===== src/rtl/if_stage.sv =====
// Instruction-fetch stage: PC sequencing, delay-slot branches, stall/flush, IF/ID register.
// Optional macro IF_MISALIGN_EXC_EN: flag misaligned fetches instead of forcing word alignment.
module if_stage #(
    parameter int ADDR_W = 32,
    parameter int INST_W = 32,
    parameter logic [ADDR_W-1:0] RESET_PC = 32'h0000_0000
) (
    input  logic              clk,
    input  logic              rst,
    input  logic              stall_if,
    input  logic              stall_id,
    input  logic              flush,
    input  logic [ADDR_W-1:0] new_pc,
    input  logic              branch_flag,
    input  logic [ADDR_W-1:0] branch_target,
    input  logic [INST_W-1:0] rom_inst,
    output logic [ADDR_W-1:0] pc,
    output logic              ce,
    output logic [ADDR_W-1:0] id_pc,
    output logic [INST_W-1:0] id_inst,
    output logic              id_excp
);

    logic [ADDR_W-1:0] pc_q, pc_d;
    logic              ce_q;
    logic              pend_valid_q, pend_valid_d;
    logic [ADDR_W-1:0] pend_target_q, pend_target_d;
    logic [ADDR_W-1:0] id_pc_q, id_pc_d;
    logic [INST_W-1:0] id_inst_q, id_inst_d;
    logic              id_excp_q, id_excp_d;
    logic              fetch_excp;

    function automatic logic [ADDR_W-1:0] align_pc(input logic [ADDR_W-1:0] a);
`ifdef IF_MISALIGN_EXC_EN
        return a;
`else
        return {a[ADDR_W-1:2], 2'b00};
`endif
    endfunction

`ifdef IF_MISALIGN_EXC_EN
    assign fetch_excp = (pc_q[1:0] != 2'b00);
`else
    assign fetch_excp = 1'b0;
`endif

    // PC and pending-branch next state; a stalled branch is parked until IF can move
    always_comb begin
        pc_d          = pc_q;
        pend_valid_d  = pend_valid_q;
        pend_target_d = pend_target_q;
        if (!ce_q) begin
            pc_d = RESET_PC;
        end else if (flush) begin
            pc_d         = align_pc(new_pc);
            pend_valid_d = 1'b0;
        end else if (stall_if || stall_id) begin
            if (branch_flag) begin
                pend_valid_d  = 1'b1;
                pend_target_d = branch_target;
            end
        end else if (pend_valid_q) begin
            pc_d         = align_pc(pend_target_q);
            pend_valid_d = 1'b0;
        end else if (branch_flag) begin
            pc_d = align_pc(branch_target);
        end else begin
            pc_d = pc_q + ADDR_W'(4);
        end
    end

    // IF/ID next state; the delay-slot instruction is loaded, never squashed by a branch
    always_comb begin
        id_pc_d   = id_pc_q;
        id_inst_d = id_inst_q;
        id_excp_d = id_excp_q;
        if (flush || (stall_if && !stall_id) || (!stall_id && !ce_q)) begin
            id_pc_d   = '0;
            id_inst_d = '0;
            id_excp_d = 1'b0;
        end else if (!stall_id) begin
            id_pc_d   = pc_q;
            id_inst_d = fetch_excp ? '0 : rom_inst;
            id_excp_d = fetch_excp;
        end
    end

    always_ff @(posedge clk) begin
        if (rst) begin
            ce_q          <= 1'b0;
            pc_q          <= RESET_PC;
            pend_valid_q  <= 1'b0;
            pend_target_q <= '0;
            id_pc_q       <= '0;
            id_inst_q     <= '0;
            id_excp_q     <= 1'b0;
        end else begin
            ce_q          <= 1'b1;
            pc_q          <= pc_d;
            pend_valid_q  <= pend_valid_d;
            pend_target_q <= pend_target_d;
            id_pc_q       <= id_pc_d;
            id_inst_q     <= id_inst_d;
            id_excp_q     <= id_excp_d;
        end
    end

    assign pc      = pc_q;
    assign ce      = ce_q;
    assign id_pc   = id_pc_q;
    assign id_inst = id_inst_q;
    assign id_excp = id_excp_q;

endmodule


===== config.mk =====
export PLATFORM = sky130hd
export DESIGN_NAME = if_stage
export DESIGN_NICKNAME = d
export VERILOG_FILES = /design/src/rtl/if_stage.sv
export SDC_FILE = /design/constraint.sdc
export NUM_CORES = 1
export LEC_CHECK = 0
export BUFFER_PORTS_ARGS = -buffer_cell sky130_fd_sc_hd__buf_2
export CAP_MARGIN = 5
export CELL_PAD_IN_SITES_DETAIL_PLACEMENT = 1
export CELL_PAD_IN_SITES_GLOBAL_PLACEMENT = 1
export CORE_MARGIN = 5
export CORE_UTILIZATION = 30
export CTS_CLUSTER_DIAMETER = 30
export DETAILED_ROUTE_END_ITERATION = 8
export PLACE_DENSITY_LB_ADDON = 0.1
export SETUP_SLACK_MARGIN = 0.15
export SLEW_MARGIN = 20
export SYNTH_ARGS = -nofsm -noshare
export SYNTH_HDL_FRONTEND = slang
export SYNTH_SLANG_ARGS = --single-unit

===== constraint.sdc =====
create_clock -name clk -period 2.19 [get_ports clk]
set_clock_uncertainty 0.15 [all_clocks]
set_input_delay 0.438 -clock clk [delete_from_list [all_inputs] [get_ports clk]]
set_output_delay 0.438 -clock clk [all_outputs]
set_load 0.01 [all_outputs]

==> summary.md <==
| Metric | Value |
|---|---|
| Largest net degree at the start of global routing | 65 |
| WP data arrival | 2170 ps |
| Layer carrying the most global-route usage | met2 |
| Avg WL per Cell | approximately 19 um |
| Synth area leader | dfxtp_1 |
| Ys Warns | 0 |
| Gate Count Post-Synth | 740 |
| Storage cell area | roughly 2600 um2 |
| FF+latch count, synth | 128 |
| Starting DRT DRC Count | ~260 |
| GRT Total Usage | around a fifth |
| Grt ovf | 0 |
| Antenna viol nets, final | 0 |
| Clk Latency, worst-skew pair | 420 ps |
| WL final | around 23 mm |
| # setup viols final | 0 |
| Initial antenna violation count | 0 |
| Startpoint Class | register |
| DP HPWL | between 15 and 20 mm |
| FMAX | slightly below 500 MHz |
| H-tree depth | 4 |
| Multi-input combinational cell area | 3243 um2 |
| Total CTS buffers | 17 |
| Met1 GRT Util | between 20% and 30% |
| Drt first pass iters | 4 |
| Fin crit period | approximately 2000 ps |
| Clk pin slew, worst setup/hold paths | roughly 60 ps |
| Final WS setup | around 160 ps |
| RSZ-0062 raised after global routing | true |
| Tot Pwr | between 0.006 and 0.007 W |
| Sinks on the clock net | 128 |
| P_leak | ~3.6 nW |
| Hold Vio Cnt, Final | 0 |
| Crit end category | register |
| # DRC | 0 |
| Synth Cell Area | 6075 um2 |
| Dpl ws | between 60 and 70 ps |
| Die W | 152.3 um |
| Syn Area/Cell | just over 8 um2 |
| First-pass GRT wire length | approximately 37 mm |
| Die H | 152.3 um |
| Max-cap violations | 0 |
| Crit path kind | register to register |
| Synth Flop Type | dfxtp_1 |
| Most frequent cell after synthesis | dfxtp_1 |
| CTS root buf | clkbuf_16 |
| Type of the tightest min-delay check | input port to register |
| Met2 usage | 31.08% |
| Worst slew pin tran | about 1100 ps |
| Met3 Usage GRT | 4.232% |
| Crit share post-route | a little over 90% |
| Worst VDD drop | about 0.53 mV |
| Synthesis-to-finish area growth | 36.83% |
| Effective utilization at floorplan | 30.22% |
| Vias in the first global route | roughly 6400 |
| Via density | ~5 |
| Port Buffer Count | between 150 and 200 |
| Slew Limit Fails | 0 |
| Top post-synthesis cells by count | dfxtp_1 (128), nor2_1 (103), nand2_1 (98), a21oi_1 (74), mux2i_1 (68) |
| Die ar. | around 23000 um2 |
| Finished Core Util | around two fifths |
| Syn nets | approximately 840 |
| Main area contributors after synthesis | dfxtp_1 (42%), mux2i_1 (11%), nor2_1 (6.4%) |
| CTS tree | built |
| Layout Nets | around 1100 |
| Post-synthesis sequential area ratio | 42.18% |
| RePlAce Congestion | between 0.8 and 0.9 |
| Vias | ~6200 |
| Setup TNS | 0 ps |
| Fraction of registers with async set/reset | 0% |
| Relative slew slack | a little over a quarter |
| Share of post-route cells with drive strength above 1 | around a third |
| Fillers | about 2400 |
| EDFF count, synth | 0 |
| Antenna cells | 0 |
| Core Region | 20100 um2 |
| Crit Path Max Fanout | 4 |
| Post-CTS Hold Buffers | 0 |
| Count of cell types in the netlist | 58 |
| Hold slack final | slightly above 100 ps |
| Ports | 200 |
| Outcome | finished, final reports clean |
| Req. time, crit path | 2330 ps |
| Yosys top cell area share | 42.18% |
| Clock Tree Buf Depth | 2 |
| # rows | 52 |
| Power Dens Cells | 744.0 nW/um2 |
-- report_power, final --
group / switching, W / leakage [nW] / internal (W)
Combinational: 0.000406 / 2.28 / 0.000287
Sequential: 0.0000461 / 1.04 / 0.00239
Clock: 0.00113 / 0.304 / 0.00193
-- worst max-delay path: stages, from the launching register on --
cell and delay (ps):
dfxtp_2 350, nand4_4 130, or4_4 590, nor4_4 350, mux2i_1 260, a211oi_2 90
-- per-stage QoR --
stage,cells,cell area (um2)
after global placement,1202,7589
after global routing,1240,8312
after floorplan,740,6083
after CTS,1237,8275
after detailed placement,1202,7589
final,1240,8312
-- timing repair --
item,in CTS,in global routing
pin swaps,3,6
resized for setup,7,10
endpoints found under the setup margin,4,11
hold endpoints to repair,0,0
buffers inserted,3,3
-- placed cells by master (no fill, tap or decap), drive strengths merged, types with 5 or more instances in the layout --
master	count
buf	259
dfxtp	128
nor2	103
nand2	99
a21oi	74
mux2i	68
o21ai	34
nand3	28
clkbuf	18
xnor2	15
nand4	14
a211oi	12
o22ai	11
inv	11
or3	7
and2	7
nor4	6
nor3	6
xor2	5
nor2b	5
and4	5
-- registers in the layout, summed over array words and instances (netlist names) --
name           count
pend_target_q     30
id_inst           32
pend_valid_q       1
ce                 1
pc                32
id_pc             32
-- area by class of cell --
type / count / share of cell area [%]
clock inverter: 14 / 2.454
tap: 270 / 4.064
clock buffer: 18 / 5.163
sequential: 128 / 31.00
multi-input combinational: 545 / 39.02
timing repair buffer: 259 / 18.03
inverter: 6 / 0.2710
-- final timing paths --
kind                                       start                             end  slack, ps  cells past startpoint
setup / recovery             pc[13]$_SDFFE_PP0N_             pc[30]$_SDFFE_PP0N_        160                      5
hold reg to reg   pend_target_q[23]$_SDFFE_PP0P_  pend_target_q[23]$_SDFFE_PP0P_        300                      2
setup reg to reg             pc[13]$_SDFFE_PP0N_             pc[30]$_SDFFE_PP0N_        160                      5
hold / removal                      rom_inst[14]        id_inst[14]$_SDFFE_PP0N_        100                      3
-- layer usage --
layer | wire, um | vias to the layer above
li1 | - | 3018
met1 | 11180 | 2968
met2 | 10740 | 175
met3 | 1196 | 19
met4 | 376 | 0
met5 | 0 | -
-- kinds of logic (layout without fill, tap and decap cells) --
| group | count (synthesis) | after routing | share of synthesized area, % |
|---|---|---|---|
| compound gates | 163 | 163 | 15.96 |
| xor+xnor | 20 | 20 | 2.884 |
| fa+ha+maj | 1 | 1 | 0.2059 |
| buf+inv | 67 | 297 | 5.273 |
| flops | 128 | 128 | 42.18 |
| mux | 68 | 68 | 11.20 |
| other cells | 1 | 1 | 0.06173 |
| simple gates | 292 | 292 | 22.22 |
(Power assumes the default switching activity.)
